`src/rtl/z80_bus_responder.sv`:
```
// Z80 bus-cycle responder: turns CPU strobes into one backing-store request per
// bus cycle, stretches the cycle with wait_n and returns read / vector data.
module z80_bus_responder #(
  parameter int unsigned MIN_WAIT   = 0,
  parameter logic [7:0]  INTACK_VEC = 8'hFF
) (
  input  logic        clk,
  input  logic        reset,
  input  logic        m1_n,
  input  logic        mreq_n,
  input  logic        iorq_n,
  input  logic        rd_n,
  input  logic        wr_n,
  input  logic        rfsh_n,
  input  logic [15:0] A,
  input  logic [7:0]  cpu_dout,
  output logic [7:0]  cpu_di,
  output logic        wait_n,
  output logic        be_req,
  output logic        be_we,
  output logic        be_io,
  output logic [15:0] be_addr,
  output logic [7:0]  be_wdata,
  input  logic        be_ack,
  input  logic [7:0]  be_rdata,
  output logic [15:0] fetch_cnt
);

  localparam logic [1:0] S_IDLE = 2'd0;
  localparam logic [1:0] S_REQ  = 2'd1;
  localparam logic [1:0] S_WAIT = 2'd2;
  localparam logic [1:0] S_HOLD = 2'd3;

  logic [1:0]  state_q, state_d;
  logic [3:0]  cnt_q, cnt_d;
  logic        req_q, req_d;
  logic        wait_q, wait_d;
  logic        we_q, we_d;
  logic        io_q, io_d;
  logic        m1_q, m1_d;
  logic [15:0] addr_q, addr_d;
  logic [7:0]  wdata_q, wdata_d;
  logic [7:0]  di_q, di_d;
  logic [15:0] fcnt_q, fcnt_d;

  logic mem_start, io_start, inta_start, bus_idle;

  // Refresh cycles fail mem_start through rfsh_n and are never serviced.
  assign mem_start  = !mreq_n && rfsh_n && (!rd_n || !wr_n);
  assign io_start   = !iorq_n && m1_n && (!rd_n || !wr_n);
  assign inta_start = !iorq_n && !m1_n;
  assign bus_idle   = mreq_n && iorq_n && rd_n && wr_n;

  always_comb begin
    state_d = state_q;
    cnt_d   = (cnt_q != 4'hF) ? cnt_q + 4'd1 : cnt_q;
    req_d   = req_q;
    wait_d  = wait_q;
    we_d    = we_q;
    io_d    = io_q;
    m1_d    = m1_q;
    addr_d  = addr_q;
    wdata_d = wdata_q;
    di_d    = di_q;
    fcnt_d  = fcnt_q;
    case (state_q)
      S_IDLE: begin
        if (mem_start) begin
          state_d = S_REQ;
          req_d   = 1'b1;
          wait_d  = 1'b0;
          we_d    = !wr_n;
          io_d    = 1'b0;
          m1_d    = !m1_n;
          addr_d  = A;
          wdata_d = cpu_dout;
          cnt_d   = 4'd1;
        end else if (io_start) begin
          state_d = S_REQ;
          req_d   = 1'b1;
          wait_d  = 1'b0;
          we_d    = !wr_n;
          io_d    = 1'b1;
          m1_d    = 1'b0;
          addr_d  = {8'h00, A[7:0]};
          wdata_d = cpu_dout;
          cnt_d   = 4'd1;
        end else if (inta_start) begin
          state_d = S_WAIT;
          wait_d  = 1'b0;
          di_d    = INTACK_VEC;
          cnt_d   = 4'd1;
        end
      end
      S_REQ: begin
        if (be_ack) begin
          state_d = S_WAIT;
          req_d   = 1'b0;
          if (!we_q) di_d = be_rdata;
          if (!we_q && !io_q && m1_q) fcnt_d = fcnt_q + 16'd1;
        end
      end
      S_WAIT: begin
        // cnt_q holds the number of edges elapsed since the start edge.
        if (cnt_q >= 4'(MIN_WAIT)) begin
          state_d = S_HOLD;
          wait_d  = 1'b1;
        end
      end
      default: begin
        if (bus_idle) state_d = S_IDLE;
      end
    endcase
  end

  always_ff @(posedge clk or posedge reset) begin
    if (reset) begin
      state_q <= S_IDLE;
      cnt_q   <= 4'd0;
      req_q   <= 1'b0;
      wait_q  <= 1'b1;
      we_q    <= 1'b0;
      io_q    <= 1'b0;
      m1_q    <= 1'b0;
      addr_q  <= 16'h0000;
      wdata_q <= 8'h00;
      di_q    <= 8'h00;
      fcnt_q  <= 16'h0000;
    end else begin
      state_q <= state_d;
      cnt_q   <= cnt_d;
      req_q   <= req_d;
      wait_q  <= wait_d;
      we_q    <= we_d;
      io_q    <= io_d;
      m1_q    <= m1_d;
      addr_q  <= addr_d;
      wdata_q <= wdata_d;
      di_q    <= di_d;
      fcnt_q  <= fcnt_d;
    end
  end

  assign cpu_di    = di_q;
  assign wait_n    = wait_q;
  assign be_req    = req_q;
  assign be_we     = we_q;
  assign be_io     = io_q;
  assign be_addr   = addr_q;
  assign be_wdata  = wdata_q;
  assign fetch_cnt = fcnt_q;

endmodule

```
`config.mk`:
```
export PLATFORM = sky130hd
export DESIGN_NAME = z80_bus_responder
export DESIGN_NICKNAME = d
export VERILOG_FILES = /design/src/rtl/z80_bus_responder.sv
export SDC_FILE = /design/constraint.sdc
export NUM_CORES = 1
export LEC_CHECK = 0
export ABC_AREA = 1
export CORE_ASPECT_RATIO = 1.5
export CORE_MARGIN = 3
export CORE_UTILIZATION = 44
export DETAILED_ROUTE_END_ITERATION = 10
export PLACE_DENSITY = 0.9
export SYNTH_ARGS = -nofsm -noshare
export SYNTH_HDL_FRONTEND = slang
export SYNTH_SLANG_ARGS = --single-unit
```
`constraint.sdc`:
```
create_clock -name clk -period 2 [get_ports clk]
set_input_delay 0.4 -clock clk [delete_from_list [all_inputs] [get_ports clk]]
set_output_delay 0.4 -clock clk [all_outputs]
set_load 0.01 [all_outputs]
```
# Yosys cells after proc, flatten, opt, wreduce, memory -nomap -nowiden
# Cells that the tools add are included.
[op_classes]
n_eq_ne = 11
n_lt_le_gt_ge = 1
add_sub_neg = 2
muxes = 36
reduce_logical = 29
[op_table]
columns = ["op", "n"]
rows = [
  ["$mux 8", 7],
  ["$mux 16", 2],
  ["$mux 4", 5],
  ["$add 16x1->16 const B", 1],
  ["$pmux 8 s2", 1],
  ["$mux 1", 12],
  ["$mux 2", 6],
  ["$ne 2x2->1 const B", 6],
  ["$logic_and 1x1->1", 10],
  ["$reduce_and 3->1", 3],
  ["$ne 4x4->1 const B", 2],
  ["$logic_not 1->1", 7],
  ["$pmux 2 s3", 1],
  ["$reduce_and 6->1", 1],
  ["$reduce_bool 2->1", 3],
  ["$add 4x1->4 const B", 1],
  ["$ge 4x1->1 const B", 1],
  ["$pmux 1 s2", 2],
  ["$reduce_and 4->1", 1],
  ["$reduce_bool 4->1", 1],
  ["$ne 3x3->1 const B", 1],
  ["$eq 2x1->1 const B", 1],
  ["$eq 2x2->1 const B", 1],
  ["$logic_not 2->1", 1],
  ["2 further kinds", 2],
]
[totals]
ff_bits = 59
inputBits = 41
wordCells = 90

# Depth between registers and ports, before layout
# Gate-level depths: netlist of run 1.
[logic_depth]
word_depth = 6
mapped_depth = 10
ltp_nobuf = 10

# Worst setup path after synthesis of run 1
# OpenSTA, ideal clock, no wires.
[synth_path]
kind = "register to register"
startpoint = "reg state_q[1]"
endpoint = "reg di_q[1], in the netlist cpu_di[1]"
period_less_slack_ns = 1.503
t_arrival_ns = 1.383
setup_time_ns = 0.119
path_buffers = 1
stages_incl_launch_ff = 10
setup_slack_ns = 0.497
cell_sequence = "dfrtp_1 -> inv_1 -> ha_1 -> inv_2 -> nor2_4 -> nor2_4 -> nand4_4 -> buf_6 -> nand2_1 -> o21ai_2"
[synth_via]
elab_chain_cells = 3
elab_cells_between_ends = 10
[synth_lines]
columns = ["element", "line", "rtl"]
rows = [
  ["from (decl)", "34", "logic [1:0] state_q, state_d;"],
  ["from (signal assigned)", "130", "state_q <= state_d;"],
  ["$eq 2x1->1 / $logic_not 2->1 (equally long branches)", "66", "case (state_q)"],
  ["$ne 2x2->1 (no line) / $reduce_bool 2->1 (equally long branches)", "n/a", ""],
  ["$reduce_and 6->1 (no line)", "n/a", ""],
  ["to (signal assigned)", "139", "di_q <= di_d;"],
  ["to (decl)", "43", "logic [7:0] di_q, di_d;"],
]
# Parallel ways exist; a longest one is shown, timed or not.
# A chain may end at the register's enable or synchronous reset.

# Final worst setup path of run 1
[layout_path]
startpoint = "reg fcnt_q[2], in the netlist fetch_cnt[2]"
endpoint = "out fetch_cnt[2]"
[layout_rtl]
columns = ["element", "line", "rtl"]
rows = [
  ["from (decl)", "44", "logic [15:0] fcnt_q, fcnt_d;"],
  ["from (signal assigned)", "140", "fcnt_q <= fcnt_d;"],
  ["to (decl)", "26", "output logic [15:0] fetch_cnt"],
]
# No word-level cell between the ends.

==> impl_metrics.toml, run 1 <==
[status]
status = "complete, no violations"

[floorplan]
die-area_um2 = 6690
start_util_pct = 45.9
die_y_um = 98.7
pin_count = 93
num_rows = 33
coreArea_um2 = 5490
fp.dieW_um = 67.8

[logic_synthesis]
avgSynthCellArea_um2 = 8.94
syn_nets = 328
ys_ff_latch = 55
synth_top_area_share_pct = 53.6
ys_types = 26
synthTopCellsByArea = "dfrtp_1 (54%), nand2_1 (16%), nor2_1 (3.0%)"
seq_area_frac_synth_pct = 54.6
yosys_warnings = 0
synthesis.instances = 282
synth_area_um2 = 2520
yosysTopAreaCell = "dfrtp_1"

[clocking]
cts_tree = "yes"
cts_hold_buf = 0
htree_levels = 2
clockRootBuffer = "clkbuf_8"
post-cts-setup-buffer-count = 0
clkLatencyLatePin_ns = 0.31
cts-resized-gates = 0
cts_inserted_buffers = 5
clkSlewWorstSetupHoldPaths_ns = 0.11
cts_sinks = 55
cts_buffer_depth = 2

[power_and_ir_drop]
p_total_w = 0.00444
swShare_pct = 35.7
seq_power_share_pct = 39.5
p_sw_w = 0.00158
clkPwrFrac_pct = 14.6
peakVddDrop_uv = 734
power.density_nw_per_um2 = 1220
power.internal_w = 0.00285
combPwrFrac_pct = 46.0
p_leak_nw = 1.73

[final_layout]
regArea_um2 = 1380
area_delta_synth_final_pct = 44.6
multi_input_area_um2 = 1010
drive_gt1_share_pct = 8.88
layout.nets = 428
n_fill_cell = 463
fin_util_pct = 66.4
mostFrequentLayoutCells = "nand2_1 (109), clkdlybuf4s50_1 (92), dfrtp_1 (54)"
diodes = 0
final_common_cell = "nand2_1"
fin_area_um2 = 3650

[sta]
period_share_pct = 88.9
layout_setup_ws_ns = 0.221
skew_ns = 0.0176
setup_viol = 0
worstMarginPinSlew_ns = 0.364
relSlewSlack_pct = 75.7
rsz0062_at_grt = "false"
layout_min_cycle_time_ns = 1.78
timing.fmax_ghz = 0.562
setup_tns_ns = 0
slew_viol_final = 0
hold_viol = 0

[routing]
drcViolationCount = 0
drtIter0Drc = 81
routedWlPerCell_um = 12.5
totalWireLength_um = 5680
ant_nets = 0
drtPass1Iterations = 4
vias = 2217
via_per_inst = 4.89

[place]
gp_congestion = 0.846
hpwl_um = 4420
dp_slack_ns = 0.113
place_area_um2 = 3550
numPortBuffers = 92

[worst_setup_path]
crit_path_end_kind = "output pin"
crit_path_start_kind = "register"
crit_type = "register to output pin"
cp_max_fo = 6
cpPeakStageDelay_ns = 0.58
arrival_ns = 1.38
cp_slowest_cell = "clkdlybuf4s50_1"
path_cells = "clkdlybuf4s50_1"
path_buf_inv = 1
critPathRequiredTime_ns = 1.60
path_delay_family = "buffers and inverters"

[global_routing]
grt_pass1_wl_um = 9710
grtUsageTotal_pct = 18.3
antenna_found_initial = 0
grt_pass1_vias = 2208
grt_start_max_net_pins = 30
grt_overflow_total = 0

[min_path]
hold_path.class = "input port to async pin"

[flow_run]
drv_cap = 0
## final timing paths
kind | from | endpoint | slack, ns | cells past startpoint
setup / recovery | fetch_cnt[2] | fetch_cnt[2] | 0.22 | 1
hold / removal | reset | fetch_cnt[6] | 0.46 | 3
setup reg to reg | state_q[1] | cpu_di[5] | 0.29 | 8
hold reg to reg | wait_n | wait_n | 0.47 | 2
max in group asynchronous | reset | wait_n | 1.19 | 3
min in group clk | wait_n | wait_n | 0.47 | 2
## synth_stat cells
cell type / n
a22o_1: 8
nand4_1: 4
ha_1: 5
inv_2: 2
nand4_4: 1
o21ai_2: 7
nand3b_1: 3
o21ai_0: 6
clkinv_1: 1
nand2_1: 109
nor2_4: 2
o21ai_1: 3
dfstp_2: 1
nor2_2: 4
buf_2: 2
xor2_1: 5
a21oi_1: 1
nand3_2: 1
buf_4: 2
inv_1: 19
nor2_1: 20
nor3_1: 3
nand3_1: 13
dfrtp_1: 54
buf_6: 2
xnor2_1: 4
## final cells by class
type / count / area share, %
Sequential cell: 55 / 37.8
Multi-Input combinational cell: 199 / 27.8
Timing Repair Buffer: 99 / 27.0
Tap cell: 70 / 2.40
Clock buffer: 6 / 2.26
Inverter: 22 / 2.26
Clock inverter: 2 / 0.446
## state kept, by name (all words and copies together) (netlist names)
name and count:
be_addr 16, be_io 1, be_req 1, be_wdata 8, be_we 1, cpu_di 8, fetch_cnt 16, m1_q 1
state_q 2, wait_n 1
## layer usage
| metal | wire length, µm | track usage, % |
|---|---|---|
| met2 | 3070 | 31.7 |
| met3 | 382 | 5.47 |
| met5 | 0 | 0 |
| met4 | 70 | 5.21 |
| met1 | 2160 | 21.5 |
## stage by stage
step                hold slack, ns  instances
CTS                          0.470        453
finish                       0.464        453
floorplan                    0.454        282
global placement             0.448        445
global route                 0.494        453
detailed placement           0.464        445
## power by group through the flow
stage | clock [W] | sequential, W | combinational (W)
finish | 0.000646 | 0.00175 | 0.00204
global route | 0.000710 | 0.00180 | 0.00226
CTS | 0.000665 | 0.00175 | 0.00208
detailed placement | 0 | 0.00176 | 0.00208
global placement | 0 | 0.00176 | 0.00201
floorplan | 0 | 0.00190 | 0.000950
## cells by family (layout without fill, tap and decap cells)
family | Yosys count | after routing | share of synthesized area [%]
adder cells (fa/ha/maj) | 5 | 5 | 2.48
AO/OA/AOI/OAI | 25 | 25 | 7.20
flip-flops | 55 | 55 | 54.6
XOR/XNOR | 9 | 9 | 3.13
AND/OR/NAND/NOR | 160 | 160 | 27.4
buffers and inverters | 28 | 129 | 5.16
Note: power is estimated with default switching activity, not from simulation.
==> run 2, diff against run 1 <==
Settings changed: CELL_PAD_IN_SITES_DETAIL_PLACEMENT set to 0, CELL_PAD_IN_SITES_GLOBAL_PLACEMENT set to 1, CORE_UTILIZATION 44 to 32.
==> run 2 against run 1 <==
Against the previous run:
- sequential share of layout area down 1.2 points
- global-route usage down 3.9 points
- first-iteration DRC count up 28%
- clock-buffer cell count down 1
- wire length up 7.6%
- sequential power about the same
- sequential cell count unchanged
- clock skew down 0.010 ns
- via count down 1.6%
- maximum frequency up 0.90%
- worst setup slack better by 0.016 ns
- design area up 3.3%
- critical endpoint is now be_addr[9]
- largest power group unchanged
==> impl_metrics.toml, run 2 (synthesized netlist as in run 1, its figures left out) <==
[sta]
rsz0062_at_grt = "false"
layout_min_cycle_time_ns = 1.76
setup_viol = 0
timing.fmax_ghz = 0.567
skew_ns = 0.00757
worstMarginPinSlew_ns = 0.446
hold_viol = 0
period_share_pct = 88.1
relSlewSlack_pct = 70.2
layout_setup_ws_ns = 0.237
slew_viol_final = 0
setup_tns_ns = 0

[final_layout]
layout.nets = 428
final_common_cell = "nand2_1"
n_fill_cell = 754
regArea_um2 = 1380
diodes = 0
mostFrequentLayoutCells = "nand2_1 (109), clkdlybuf4s50_1 (92), dfrtp_1 (54)"
drive_gt1_share_pct = 8.88
area_delta_synth_final_pct = 49.4
fin_util_pct = 49.2
fin_cells = 485
multi_input_area_um2 = 1010

[clocking]
cts_sinks = 55
post-cts-setup-buffer-count = 0
htree_levels = 2
clockRootBuffer = "clkbuf_16"
cts_inserted_buffers = 5
cts_hold_buf = 0
cts-resized-gates = 0
cts_buffer_depth = 2
clkLatencyLatePin_ns = 0.29
clkSlewWorstSetupHoldPaths_ns = 0.07
cts_tree = "yes"

[worst_setup_path]
crit_path_start_kind = "register"
path_cells = "inv_1 > ha_1 > nand3_1 > clkinv_1 > a22o_1"
arrival_ns = 1.95
cp_slowest_cell = "dfrtp_1"
crit_type = "register to register"
cpPeakStageDelay_ns = 0.42
crit_path_end_kind = "register"
cp_max_fo = 9
critPathRequiredTime_ns = 2.18

[routing]
ant_nets = 0
drtIter0Drc = 104
vias = 2181
via_per_inst = 4.50
routedWlPerCell_um = 12.6
drcViolationCount = 0
totalWireLength_um = 6120
drtPass1Iterations = 4

[global_routing]
grt_pass1_vias = 2255
grt_pass1_wl_um = 10300
grt_overflow_total = 0
grt_start_max_net_pins = 31
antenna_found_initial = 1
grtUsageTotal_pct = 14.5

[floorplan]
start_util_pct = 32.9
die_y_um = 115
num_rows = 39
die-area_um2 = 9000
pin_count = 93
coreArea_um2 = 7660
fp.dieW_um = 78.5

[power_and_ir_drop]
p_leak_nw = 1.77
power.density_nw_per_um2 = 1300
peakVddDrop_uv = 927

[place]
hpwl_um = 4760
numPortBuffers = 92
gp_congestion = 0.826
dp_cells = 477
dp_slack_ns = 0.0698

[status]
status = "complete, no violations"

[flow_run]
drv_cap = 0

[min_path]
hold_path.class = "register to register"
==> run 2: worst max-delay path, delay by kind of cell (launching register included) <==
kind,cells,cell delay [ns]
buffers and inverters,2,0.42
flip-flops,1,0.42
AO/OA/AOI/OAI,1,0.30
adder cells (fa/ha/maj),1,0.28
AND/OR/NAND/NOR,1,0.24
==> run 2: area by class of cell <==
cell class,count,share of cell area (%)
sequential,55,36.6
multi-input combinational,199,26.9
timing repair buffer,99,25.8
tap,102,3.39
clock buffer,5,3.32
inverter,22,2.19
clock inverter,3,1.79
==> run 2: path summary, 6_finish.rpt <==
kind                                 start            to  slack [ns]  depth (start not counted)
worst max-delay path            state_q[1]    be_addr[9]        0.24                          5
worst min-delay path                wait_n        wait_n        0.46                          2
worst max register to register  state_q[1]    be_addr[9]        0.24                          5
worst min register to register      wait_n        wait_n        0.46                          2
max in group asynchronous            reset        wait_n        1.17                          3
min in group asynchronous            reset  fetch_cnt[3]        0.48                          3
==> run 2: stage by stage <==
stage               hold slack [ns]  power, W  instance area, µm²
detailed placement            0.454   0.00384                3570
CTS                           0.465   0.00498                3770
floorplan                     0.454   0.00285                2520
global placement              0.451   0.00378                3570
finish                        0.464   0.00490                3770
global route                  0.500   0.00525                3770
==> run 2: report_power, final <==
part           total, W  internal [W]  switching (W)  leakage (nW)
Combinational   0.00203       0.00105       0.000981         0.981
Clock           0.00112      0.000717       0.000402        0.0900
Sequential      0.00175       0.00151       0.000241         0.697
==> run 2: metal layers <==
layer  vias up  GRT usage [%]  share of wire (%)
met5         -              0               0.21
met4         2           6.30                2.4
met3        13           2.91                3.8
met2        61           26.0                 53
met1      1009           16.6                 40
li1       1096              -                  -
==> run 3, diff against run 2 <==
Settings changed: CORE_UTILIZATION 32 to 45, DONT_BUFFER_PORTS set to 1, PLACE_DENSITY 0.9 to 0.89.
==> run 3 against run 2 <==
Against the previous run:
- first-iteration DRC count shrank 2.9%
- die area shrank 27%
- design area shrank 27%
- clock power shrank 35%
- clock skew shrank 0.00053 ns
- power shrank 22%
==> impl_metrics.toml, run 3 (synthesized netlist as in run 1, its figures left out) <==
[global_routing]
grt_overflow_total = 0
grt_start_max_net_pins = 18
antenna_found_initial = 0
grt_pass1_wl_um = 8970
grtUsageTotal_pct = 17.8
grt_pass1_vias = 1839

[worst_setup_path]
critPathRequiredTime_ns = 2.19
crit_path_start_kind = "register"
cpPeakStageDelay_ns = 0.42
crit_top_cell = "nor2_4"
path_cells = "inv_1 > ha_1 > inv_2 > nor2_4 > nor2_4 > nand4_4 > nand2_1 > o21ai_2"
crit_type = "register to register"
cp_slowest_cell = "dfrtp_1"
crit_path_end_kind = "register"
cp_max_fo = 16
arrival_ns = 1.92

[routing]
route.met2.wl_um = 2910
drtIter0Drc = 101
wl_met3_um = 355
drcViolationCount = 0
ant_nets = 0
vias = 1811
totalWireLength_um = 5410
top_layer_used = "met4"
drt-met1-wl_um = 2090
drtPass1Iterations = 4
routedWlPerCell_um = 14.9
via_per_inst = 5.00

[sta]
timing.fmax_ghz = 0.579
setup_viol = 0
setup_tns_ns = 0
layout_min_cycle_time_ns = 1.73
relSlewSlack_pct = 75.5
slew_viol_final = 0
worstMarginPinSlew_ns = 0.367
rsz0062_at_grt = "false"
skew_ns = 0.00704
hold_viol = 0
period_share_pct = 86.4

[floorplan]
pin_count = 93
fp.dieW_um = 67.1
num_rows = 32
die-area_um2 = 6560
die_y_um = 97.7
start_util_pct = 47.7
coreArea_um2 = 5290

[clocking]
cts_inserted_buffers = 5
post-cts-setup-buffer-count = 0
cts_buffer_depth = 2
clockRootBuffer = "clkbuf_8"
cts_sinks = 55
htree_levels = 2
clkLatencyLatePin_ns = 0.30
cts_tree = "yes"
clkSlewWorstSetupHoldPaths_ns = 0.10

[status]
status = "complete, no violations"

[final_layout]
fin_util_pct = 52.2
final_common_cell = "nand2_1"
diodes = 0
layout.nets = 339
drive_gt1_share_pct = 12.2
area_delta_synth_final_pct = 9.53
mostFrequentLayoutCells = "nand2_1 (109), dfrtp_1 (54), nor2_1 (20)"
fin_cells = 362

[power_and_ir_drop]
peakVddDrop_uv = 639
p_leak_nw = 1.41
p_total_w = 0.00381
power.density_nw_per_um2 = 1380

[flow_run]
drv_cap = 0

[place]
numPortBuffers = 0
dp_cells = 353
hpwl_um = 4260
gp_congestion = 0.896

[min_path]
hold_path.class = "input port to register"
[run 3: changes by cell type in the layout (fill, tap and decap cells not counted), sizes merged]
| cell | delta |
|---|---|
| clkdlybuf4s50 | -92 |
| buf | +2 |
| clkinv | +2 |
| bufinv | -1 |
| clkinvlp | -1 |
| dlygate4sd3 | +1 |
[run 3: final timing paths]
kind,startpoint,endpoint,slack (ns),depth (start not counted)
max,state_q[1],cpu_di[3],0.27,8
min,A[5],be_addr[5],0.20,2
max reg2reg,state_q[1],cpu_di[3],0.27,8
min reg2reg,wait_n,wait_n,0.50,2
max in group asynchronous,reset,be_addr[14],0.94,3
min in group asynchronous,reset,be_io,0.52,2
[run 3: power by group]
part / switching (W) / internal, W
Sequential: 0.000469 / 0.00151
Combinational: 0.000660 / 0.000442
Clock: 0.000355 / 0.000373
Total: 0.00148 / 0.00232
[run 3: layer usage]
metal / track usage [%] / vias up
li1: - / 911
met1: 19.7 / 848
met2: 31.7 / 48
met3: 5.21 / 4
met4: 5.16 / 0
met5: 0 / -
[run 3: repair_timing]
item	CTS	global route
endpoints found under the hold margin	13	0
gates resized for setup	0	0
hold buffers	1	0
[run 3: stage by stage]
stage          setup WS (ns)  hold WS [ns]  cell area [µm²]
5_1_grt                0.134         0.187             2760
2_1_floorplan          0.259         0.454             2520
3_5_place_dp           0.262         0.285             2640
3_3_place_gp           0.320         0.280             2640
6_report               0.273         0.198             2760
4_1_cts                0.257         0.188             2760
[run 3: layout make-up]
class | instances | area (µm²)
clock buffers | 5 | 68.8
fillers | 507 | 2520
well taps | 68 | 85.1
inverters | 22 | 82.6
flip-flops and latches | 55 | 1380
multi-input cells | 199 | 1010
repair buffers | 10 | 90.1
clock inverters | 3 | 43.8
[run 3: critical path, delay by kind of cell, from the launching register on]
| family | cells | cell delay [ns] |
|---|---|---|
| flops | 1 | 0.42 |
| simple gates | 4 | 0.60 |
| fa+ha+maj | 1 | 0.25 |
| compound gates | 1 | 0.06 |
| buf+inv | 2 | 0.28 |
